## config.mk

```make
export PLATFORM = sky130hd
export DESIGN_NAME = alu_op_sequencer
export DESIGN_NICKNAME = d
export VERILOG_FILES = /design/src/rtl/alu_pkg.sv /design/src/rtl/alu_op_sequencer.sv
export SDC_FILE = /design/constraint.sdc
export NUM_CORES = 1
export LEC_CHECK = 0
export CORE_UTILIZATION = 39
export DETAILED_ROUTE_END_ITERATION = 6
export PLACE_DENSITY = 0.86
export SLEW_MARGIN = 20
export SYNTH_ARGS = -nofsm -noshare
export SYNTH_HDL_FRONTEND = slang
export SYNTH_SLANG_ARGS = --single-unit
```

## constraint.sdc

```tcl
create_clock -name clk_i -period 1.2 [get_ports clk_i]
set_input_delay 0.3 -clock clk_i [delete_from_list [all_inputs] [get_ports clk_i]]
set_output_delay 0.3 -clock clk_i [all_outputs]
set_load 0.1 [all_outputs]
```

## src/rtl/alu_pkg.sv

```systemverilog
// -----------------------------------------------------------------------------
// alu_pkg
// Shared definitions for the ALU front end (alu_op_sequencer) and the
// combinational ALU it drives.
//   alu_op_e     - 4-bit ALU opcodes understood by the ALU
//   seq_state_e  - operand/opcode entry FSM states (encoding shown on LEDs)
//   is_legal_op  - true for the opcodes the ALU implements
// -----------------------------------------------------------------------------
package alu_pkg;

    typedef enum logic [3:0] {
        OP_OR  = 4'b0000,
        OP_AND = 4'b0001,
        OP_SUB = 4'b0010,
        OP_ADD = 4'b0011,
        OP_SLL = 4'b1100
    } alu_op_e;

    typedef enum logic [2:0] {
        ST_LOAD_A  = 3'd0,
        ST_LOAD_B  = 3'd1,
        ST_LOAD_OP = 3'd2,
        ST_EXEC    = 3'd3,
        ST_DONE    = 3'd4
    } seq_state_e;

    function automatic logic is_legal_op(input logic [3:0] op);
        case (op)
            OP_OR, OP_AND, OP_SUB, OP_ADD, OP_SLL: return 1'b1;
            default:                               return 1'b0;
        endcase
    endfunction

endpackage

```

## src/rtl/alu_op_sequencer.sv

```systemverilog
// -----------------------------------------------------------------------------
// alu_op_sequencer
// Sequential front end for the combinational ALU. Operand A, operand B and a
// 4-bit opcode are captured from one user data bus by three successive load
// strobes, presented to the ALU, and the ALU result/flags are registered. The
// stored carry flag is fed back as the ALU carry-in so add/subtract operations
// can be chained across words.
//
// Optional feature (compile-time macro ALU_SEQ_CHAIN_EN):
//   defined   - accumulator mode: after the first completed operation the
//               previous result is used as operand A and entry restarts at
//               LOAD_B. Reset and clear_i return to full A/B/op entry.
//   undefined - every operation starts at LOAD_A.
//
// Ports
//   clk_i          in   1  clock
//   rst_i          in   1  synchronous active-high reset
//   data_i         in   N  operand / opcode value from the user
//   load_i         in   1  single-cycle strobe capturing data_i into current field
//   clear_i        in   1  single-cycle strobe: clear carry/error, restart entry
//   alu_a_o        out  N  operand A to ALU
//   alu_b_o        out  N  operand B to ALU
//   alu_flag_in_o  out  1  stored carry to ALU carry-in
//   alu_control_o  out  4  opcode to ALU
//   alu_result_i   in   N  ALU result
//   alu_carry_i    in   1  ALU carry out
//   alu_cero_i     in   1  ALU zero flag
//   result_o       out  N  registered result of the last legal operation
//   carry_o        out  1  stored carry flag
//   cero_o         out  1  registered zero flag of the last legal operation
//   done_o         out  1  one-cycle pulse when an operation completes
//   error_o        out  1  last captured opcode was illegal
//   state_o        out  3  FSM state encoding for debug LEDs
// -----------------------------------------------------------------------------
module alu_op_sequencer
    import alu_pkg::*;
#(
    parameter int N = 4
) (
    input  logic         clk_i,
    input  logic         rst_i,
    input  logic [N-1:0] data_i,
    input  logic         load_i,
    input  logic         clear_i,
    output logic [N-1:0] alu_a_o,
    output logic [N-1:0] alu_b_o,
    output logic         alu_flag_in_o,
    output logic [3:0]   alu_control_o,
    input  logic [N-1:0] alu_result_i,
    input  logic         alu_carry_i,
    input  logic         alu_cero_i,
    output logic [N-1:0] result_o,
    output logic         carry_o,
    output logic         cero_o,
    output logic         done_o,
    output logic         error_o,
    output logic [2:0]   state_o
);

    // The opcode is taken from the low nibble of the data bus.
    if (N < 4) begin : g_width_check
        $error("alu_op_sequencer: N must be >= 4");
    end

    seq_state_e   state_q,  state_d;
    logic [N-1:0] a_q,      a_d;
    logic [N-1:0] b_q,      b_d;
    logic [3:0]   op_q,     op_d;
    logic [N-1:0] result_q, result_d;
    logic         carry_q,  carry_d;
    logic         cero_q,   cero_d;
    logic         error_q,  error_d;
`ifdef ALU_SEQ_CHAIN_EN
    // Set once an operation has completed; selects the accumulator as operand A.
    logic         chain_q,  chain_d;
`endif

    always_comb begin
        state_d  = state_q;
        a_d      = a_q;
        b_d      = b_q;
        op_d     = op_q;
        result_d = result_q;
        carry_d  = carry_q;
        cero_d   = cero_q;
        error_d  = error_q;
`ifdef ALU_SEQ_CHAIN_EN
        chain_d  = chain_q;
`endif

        case (state_q)
            ST_LOAD_A: begin
                if (load_i) begin
                    a_d     = data_i;
                    state_d = ST_LOAD_B;
                end
            end
            ST_LOAD_B: begin
                if (load_i) begin
                    b_d     = data_i;
                    state_d = ST_LOAD_OP;
                end
            end
            ST_LOAD_OP: begin
                if (load_i) begin
                    op_d    = data_i[3:0];
                    // A fresh opcode supersedes any earlier illegal one.
                    error_d = 1'b0;
                    state_d = ST_EXEC;
                end
            end
            ST_EXEC: begin
                // Illegal opcodes leave result, zero and carry untouched.
                if (is_legal_op(op_q)) begin
                    result_d = alu_result_i;
                    cero_d   = alu_cero_i;
                    carry_d  = alu_carry_i;
                    error_d  = 1'b0;
                end else begin
                    error_d  = 1'b1;
                end
`ifdef ALU_SEQ_CHAIN_EN
                chain_d = 1'b1;
`endif
                state_d = ST_DONE;
            end
            ST_DONE: begin
`ifdef ALU_SEQ_CHAIN_EN
                state_d = chain_q ? ST_LOAD_B : ST_LOAD_A;
`else
                state_d = ST_LOAD_A;
`endif
            end
            default: begin
                state_d = ST_LOAD_A;
            end
        endcase

        // clear_i overrides everything above, including a simultaneous load_i
        // and an in-flight EXEC; the data registers keep their values.
        if (clear_i) begin
            state_d  = ST_LOAD_A;
            a_d      = a_q;
            b_d      = b_q;
            op_d     = op_q;
            result_d = result_q;
            cero_d   = cero_q;
            carry_d  = 1'b0;
            error_d  = 1'b0;
`ifdef ALU_SEQ_CHAIN_EN
            chain_d  = 1'b0;
`endif
        end
    end

    always_ff @(posedge clk_i) begin
        if (rst_i) begin
            state_q  <= ST_LOAD_A;
            a_q      <= '0;
            b_q      <= '0;
            op_q     <= '0;
            result_q <= '0;
            carry_q  <= 1'b0;
            cero_q   <= 1'b0;
            error_q  <= 1'b0;
`ifdef ALU_SEQ_CHAIN_EN
            chain_q  <= 1'b0;
`endif
        end else begin
            state_q  <= state_d;
            a_q      <= a_d;
            b_q      <= b_d;
            op_q     <= op_d;
            result_q <= result_d;
            carry_q  <= carry_d;
            cero_q   <= cero_d;
            error_q  <= error_d;
`ifdef ALU_SEQ_CHAIN_EN
            chain_q  <= chain_d;
`endif
        end
    end

`ifdef ALU_SEQ_CHAIN_EN
    assign alu_a_o = chain_q ? result_q : a_q;
`else
    assign alu_a_o = a_q;
`endif
    assign alu_b_o       = b_q;
    assign alu_control_o = op_q;
    assign alu_flag_in_o = carry_q;

    assign result_o = result_q;
    assign carry_o  = carry_q;
    assign cero_o   = cero_q;
    assign error_o  = error_q;
    // DONE lasts exactly one cycle, so the pulse is the state itself.
    assign done_o   = (state_q == ST_DONE);
    assign state_o  = state_q;

endmodule

```

# ---- After elaboration in Yosys (flattened, before gate mapping)
# Cells that the tools add are included.
dict set report word_totals {
  register_bits 22
  in_bits 14
  word_cells 41
  output_inout_bits 24
}
dict set report classes {
  n_eq_ne 11
  n_reduce_logical 12
  n_mux 9
  n_bitwise 1
}
# operator count
set ops {}
lappend ops {{AND reduction 3 bit} 5}
lappend ops {{one-hot mux 3 bit (4 select lines)} 1}
lappend ops {{2-to-1 mux 3 bit} 3}
lappend ops {{== test 4 x 2 -> 1 bit (second input constant)} 2}
lappend ops {{== test 3 x 2 -> 1 bit (second input constant)} 2}
lappend ops {{inequality test 2 bit (second input constant)} 3}
lappend ops {{OR reduction 5 bit} 1}
lappend ops {{== test 4 x 1 -> 1 bit (second input constant)} 1}
lappend ops {{== test 4 bit (second input constant)} 1}
lappend ops {{zero test 4 bit} 1}
lappend ops {{2-to-1 mux 1 bit} 4}
lappend ops {{AND reduction 2 bit} 2}
lappend ops {{== test 3 x 1 -> 1 bit (second input constant)} 1}
lappend ops {{== test 3 bit (second input constant)} 1}
lappend ops {{zero test 3 bit} 1}
lappend ops {{one-hot mux 1 bit (2 select lines)} 1}
lappend ops {{nonzero test 2 bit} 1}
lappend ops {{OR reduction 2 bit} 1}
lappend ops {{NOT 1 bit} 1}

# ---- Logic depth before layout (Yosys ltp)
# Gate-level depths: netlist (run 1).
dict set report depth {
  depth_word 6
  depth_mapped 4
  ltp_nobuf 3
}

# ---- Worst setup path after synthesis (run 1)
# OpenSTA, ideal clock, no wires.
dict set report synth_path {
  kind {register to output}
  start {reg state_q[2], in the netlist state_o[2]}
  end {out done_o}
  n_path_buf 0
  arrival_ps 3356
  setup_slack_ps -2456
  stages_incl_launch_ff 2
  t_required_ps 900
  cell_sequence {dfxtp_1 > nor3b_1}
}
dict set report synth_between {
  elab_chain_len 1
}
# item line_no
set synth_lines {}
lappend synth_lines {{start, declared} alu_op_sequencer.sv:65} ;# seq_state_e state_q, state_d;
lappend synth_lines {{start signal, assigned} alu_op_sequencer.sv:170} ;# state_q <= state_d;
lappend synth_lines {{== test 3 bit} alu_op_sequencer.sv:198} ;# assign done_o = (state_q == ST_DONE);
lappend synth_lines {{end, declared} alu_op_sequencer.sv:55} ;# output logic done_o,
# Every way passes these cells.

# ---- Worst setup path in the final report (run 1)
dict set report layout_path {
  start {reg state_q[0], in the netlist state_o[0]}
  end {out done_o}
}
# The elaborated chain is that of the path after synthesis.

==> impl_metrics.tcl, run 1 <==
set metrics [dict create \
    wl_met1_microns 1880 \
    detailed_place_hpwl_microns 2350 \
    wl_met2_microns 2520 \
    grt_overflow_total 0 \
    slowest_delay_ps 370 \
    path_buf_inv 2 \
    drc 0 \
    cts_root_buf "clkbuf_4" \
    syn-num-nets 123 \
    cpLargestDelayFamily "flip-flops" \
    worstPathRequired_ps 900 \
    power_density_nw_per_um2 703 \
    numPortBuffers 37 \
    fin_total_pwr_mw 1.61 \
    worstHoldStart "error_o" \
    path_max_fanout 2 \
    die-area_sq_um 2830 \
    final_area_sq_um 2290 \
    grt_pass1_vias 1175 \
    post-route-min-period_ps 1560 \
    grt_pass1_wl_microns 5860 \
    fin_skew_ps 4.02 \
    reg2reg_depth 5 \
    slew_violations 0 \
    n_fill_cell 82 \
    layout-drive-gt1-share_pct 66.7 \
    clkTransAtPathRegs_ps 130 \
    outcome "complete, but fails checks" \
    comb_power_share_pct 22.6 \
    top_layer "met4" \
    fin_crit_sh_pct 130 \
    synth_area_leader_cell "dfxtp_1" \
    power_frac_seq_pct 45.4 \
    htreeDepth 1 \
    cts.sinks 22 \
    ant_nets 0 \
    hold_viol_final 0 \
    synth_top_area_share_pct 43.0 \
    drt-total-wl_microns 4980 \
    wl_met3_microns 346 \
    nets 198 \
    whs_endpoint "error_o" \
    via_count 1263 \
    antenna_found_initial 0 \
    ir_drop_uv 797 \
    rsz0062_at_grt "true" \
    clockBufferDepth 2 \
    cp-startpoint "state_o[0]" \
    timing_worst_setup_path_type "flip-flop to output pin" \
    routedWlPerCell_microns 23.4 \
    hp-class "flip-flop to flip-flop" \
    setup_viol 33 \
    ios 38 \
    p_int_mw 1.14 \
    crit_arrival_ps 1260 \
    clk_latency_ps 320 \
    cts_tree "built" \
    switching_share_pct 29.3 \
    reg2reg_slack_ps -320 \
    gr-usage-all-layers_pct 30.5 \
    synth_area_leaders "dfxtp_1, a21oi_1, nand3b_1, o21ai_1, nand2b_1" \
    crit_path_end_kind "output pin" \
    worstReg2RegEnd "alu_a_o[3]" \
    drt_iter0_markers 55 \
    dpl_cell_area_sq_um 1890 \
    violations "negative setup slack" \
    startpoint_type "flip-flop" \
    syn_area_sq_um 1020 \
    cpMaxStageDelayCell "dfxtp_4" \
    p_leak_nw 0.873 \
    die_y_microns 53.2 \
    whs_path_depth 2 \
    postCtsHoldBufs 0 \
    avgSynthCellArea_sq_um 9.39 \
    whs_ps 504 \
    ys_seq_elements 22 \
    rr_startpoint "state_o[0]" \
    max_slew_margin_pct 72.4 \
    ys_warn_count 0 \
    cts_made_buffers 3 \
    fp.dieW_microns 53.2 \
    crit_chain "buf_6, nor3b_4, buf_12" \
    dr.pass1.iters 4 \
    antennaDiodeCount 0 \
    gp_congestion 0.884 \
    synth_cells 109 \
    ys_types 26 \
    syn_to_final_growth_pct 124 \
    clkPwrFrac_pct 32.0 \
    power.switching_mw 0.472 \
    place_ws_ps -438 \
    worst_pin_slew_ps 414 \
    initial_core_util_pct 41.3 \
    cap_violations 0 \
    core-area_sq_um 2480 \
    vias_per_cell 5.93 \
    grt_max_degree 16 \
    row_count 18 \
    fmax_ghz 0.639 \
    synth_seq_area_share_pct 43.0 \
    layout_setup_ws_ps -364 \
]
## power by group through the flow
stage          registers, mW  logic [mW]  clock network (mW)
2_1_floorplan          0.826      0.0685                   0
3_3_place_gp           0.755       0.272                   0
3_5_place_dp           0.755       0.282                   0
4_1_cts                0.738       0.303               0.497
5_1_grt                0.732       0.372               0.545
6_report               0.732       0.363               0.516
## synth_stat cells
cell type / n
clkbuf_1: 3
nand3_1: 4
nor3_1: 3
nand3b_4: 1
inv_1: 1
or4b_4: 1
a211oi_4: 1
and4bb_2: 1
mux2i_1: 6
a21boi_1: 1
or2_4: 1
nand2_1: 2
o21ai_1: 13
a21oi_1: 15
or2b_1: 1
nand4bb_1: 2
nand3b_1: 10
buf_1: 1
nand2b_1: 10
nor2_1: 3
buf_4: 2
nor4b_2: 1
or2_1: 1
nor3b_1: 2
dfxtp_1: 22
and3b_1: 1
## worst max-delay path by stage
| stage | endpoint | depth (start not counted) |
|---|---|---|
| 6_report | done_o | 3 |
| 5_1_grt | done_o | 3 |
| 4_1_cts | done_o | 3 |
| 3_5_place_dp | alu_a_o[1] | 4 |
| 3_3_place_gp | alu_a_o[0] | 4 |
| 2_1_floorplan | done_o | 2 |
## metrics by stage
stage | std cells | utilization (%) | setup TNS [ps]
final | 213 | 92.4 | -5810
after global routing | 213 | 92.4 | -6840
after CTS | 199 | 83.1 | -2490
after detailed placement | 192 | 76.2 | -7530
after global placement | 192 | 76.2 | -6220
after floorplan | 109 | - | -2380
## timing repair
item | 4_1_cts | 5_1_grt
setup endpoints to repair | 25 | 44
pin swaps | 7 | 9
gates resized for setup | 22 | 30
buffers inserted | 3 | 14
hold endpoints to repair | 0 | 0
## sequential cells by signal, indices dropped and copies added (netlist names)
signal	flops
alu_b_o	4
error_o	1
alu_control_o	4
result_o	4
alu_flag_in_o	1
cero_o	1
state_o	3
alu_a_o	4
## cells in the final DEF, fill, tap and decap left out, drive strengths merged
master / instances
buf: 63
dfxtp: 22
a21oi: 15
o21ai: 13
clkdlybuf4s50: 12
nand3b: 11
nand2b: 10
mux2i: 6
nand3: 4
clkbuf: 4
nor2: 3
nor3: 3
nand4bb: 2
or2: 2
nand2: 2
nor3b: 2
a211oi: 1
nor4b: 1
or4b: 1
or2b: 1
a21boi: 1
inv: 1
and3b: 1
and4bb: 1
dlymetal6s2s: 1
## kinds of logic (layout without fill, tap and decap cells)
family,after synthesis,count (layout),share of synthesized area (%)
multiplexers,6,6,5.87
AO/OA/AOI/OAI,30,30,16.4
flip-flops,22,22,43.0
buffers and inverters,7,81,3.30
AND/OR/NAND/NOR,44,44,31.4
## layer usage
metal  up-vias  track usage, %
met5         -               0
met1       623            32.1
li1        545               -
met3        26            9.48
met2        69            51.2
met4         0            20.2
## tightest hold or removal path, delay by kind of cell, from the launching register on
kind           cells  cell delay, ps
AO/OA/AOI/OAI      2             120
flip-flops         1             360
## cell type report
cell class	instances	area, sq um	area share [%]
Sequential cell	22	500	21.9
Inverter	1	3.75	0.164
Multi-Input combinational cell	80	711	31.0
Tap cell	30	37.5	1.64
Clock buffer	4	47.5	2.08
Timing Repair Buffer	76	990	43.2
No activity file was read; power rests on OpenSTA's default activity.
==> inputs of run 2 (changes only) <==
--- a/config.mk
+++ b/config.mk
@@ -5,6 +5,7 @@
 export SDC_FILE = /design/constraint.sdc
 export NUM_CORES = 1
 export LEC_CHECK = 0
+export CORE_MARGIN = 1.5
 export CORE_UTILIZATION = 39
 export DETAILED_ROUTE_END_ITERATION = 6
 export PLACE_DENSITY = 0.86
==> run 2 against run 1 <==
Effect of this change: total power shrank 8.4%; the flow still finishes with violations (negative setup slack); cell area shrank 3.0%; via count shrank 2.3%; sequential power is essentially flat; flip-flop and latch count is the same; critical path type unchanged; clock skew shrank 2.8 ps.
==> impl_metrics.tcl, run 2 (synthesis gave the netlist of run 1 again) <==
set metrics [dict create \
    hp-class "flip-flop to flip-flop" \
    place_ws_ps -464 \
    cts_tree "built" \
    dpl_cell_area_sq_um 1890 \
    detailed_place_hpwl_microns 2230 \
    clk_latency_ps 340 \
    gp_congestion 0.872 \
    die-area_sq_um 2940 \
    worstPathRequired_ps 900 \
    ant_nets 0 \
    grt_pass1_vias 1115 \
    vias_per_cell 5.88 \
    outcome "complete, but fails checks" \
    ios 38 \
    utilization_pct 89.6 \
    htreeDepth 1 \
    comb_power_share_pct 23.8 \
    fp.dieW_microns 54.2 \
    grt_max_degree 16 \
    final_common_cell "buf_12" \
    timing.setup.tns_ps -5470 \
    drt-total-wl_microns 4910 \
    cts_root_buf "clkbuf_4" \
    core-area_sq_um 2480 \
    antenna_found_initial 0 \
    switching_share_pct 32.0 \
    syn_to_final_growth_pct 117 \
    setup_viol 41 \
    nets 195 \
    grt_pass1_wl_microns 5750 \
    die_y_microns 54.2 \
    ir_drop_uv 726 \
    p_leak_nw 0.830 \
    worst_pin_slew_ps 264 \
    p_int_mw 1.00 \
    power.switching_mw 0.472 \
    fin_skew_ps 1.26 \
    layout_setup_ws_ps -333 \
    place_inst 192 \
    stdcell_count 210 \
    hold_viol_final 0 \
    violations "negative setup slack" \
    crit_arrival_ps 1230 \
    power_density_nw_per_um2 664 \
    initial_core_util_pct 41.3 \
    routedWlPerCell_microns 23.4 \
    path_max_fanout 2 \
    cap_violations 0 \
    postCtsHoldBufs 0 \
    timing_worst_setup_path_type "flip-flop to output pin" \
    grt_overflow_total 0 \
    cts.sinks 22 \
    drt_iter0_markers 51 \
    final_area_sq_um 2220 \
    via_count 1234 \
    slew_violations 0 \
    max_slew_margin_pct 82.4 \
    layout-drive-gt1-share_pct 65.6 \
    post-route-min-period_ps 1530 \
    clockBufferDepth 2 \
    power_frac_seq_pct 49.6 \
    whs_ps 513 \
    crit_path_end_kind "output pin" \
    antennaDiodeCount 0 \
    fmax_ghz 0.652 \
    row_count 18 \
    numPortBuffers 37 \
    clkPwrFrac_pct 26.6 \
    final_cell_mix "buf_12, buf_4, buf_6" \
    fin_crit_sh_pct 128 \
    rsz0062_at_grt "true" \
    dr.pass1.iters 4 \
    startpoint_type "flip-flop" \
    fin_total_pwr_mw 1.47 \
    gr-usage-all-layers_pct 29.2 \
    clkTransAtPathRegs_ps 130 \
    drc 0 \
    cts_made_buffers 3 \
]
run 2: worst max-delay path, cell delays in order, from the launching register on:
cell	delay, ps
dfxtp_4	370
buf_6	110
nor3b_4	210
buf_12	200
run 2: worst paths after layout:
| kind | start | endpoint | slack (ps) | cells past startpoint |
|---|---|---|---|---|
| worst max register to register | state_o[0] | alu_a_o[0] | -330 | 5 |
| worst min-delay path | alu_a_o[2] | alu_a_o[2] | 510 | 2 |
| worst max-delay path | state_o[0] | done_o | -330 | 3 |
| worst min register to register | alu_a_o[2] | alu_a_o[2] | 510 | 2 |
run 2: layout make-up:
cell class,count,area [sq um]
tap,30,37.5
fill,93,256
multi-input combinational,80,709
timing repair buffer,73,941
inverter,1,3.75
sequential,22,503
clock buffer,4,26.3
run 2: power groups by stage:
| stage | Clock (mW) | Sequential, mW | Combinational [mW] |
|---|---|---|---|
| after floorplan | 0 | 0.826 | 0.0685 |
| after global placement | 0 | 0.754 | 0.275 |
| after detailed placement | 0 | 0.755 | 0.284 |
| after CTS | 0.361 | 0.738 | 0.305 |
| after global routing | 0.410 | 0.731 | 0.359 |
| final | 0.393 | 0.731 | 0.351 |
run 2: metal layers:
metal | share of wire (%) | track usage (%) | vias up
met5 | 0 | 0 | -
met4 | 3.6 | 18.3 | 0
met3 | 5.6 | 7.10 | 15
met2 | 50 | 46.8 | 68
met1 | 41 | 35.0 | 609
li1 | - | - | 542
run 2: what timing repair did:
action / 4_1_cts / 5_1_grt
resized for setup: 24 / 27
endpoints found under the hold margin: 0 / 0
pin swaps: 13 / 12
setup buffers: 7 / 9
setup endpoints to repair: 26 / 41
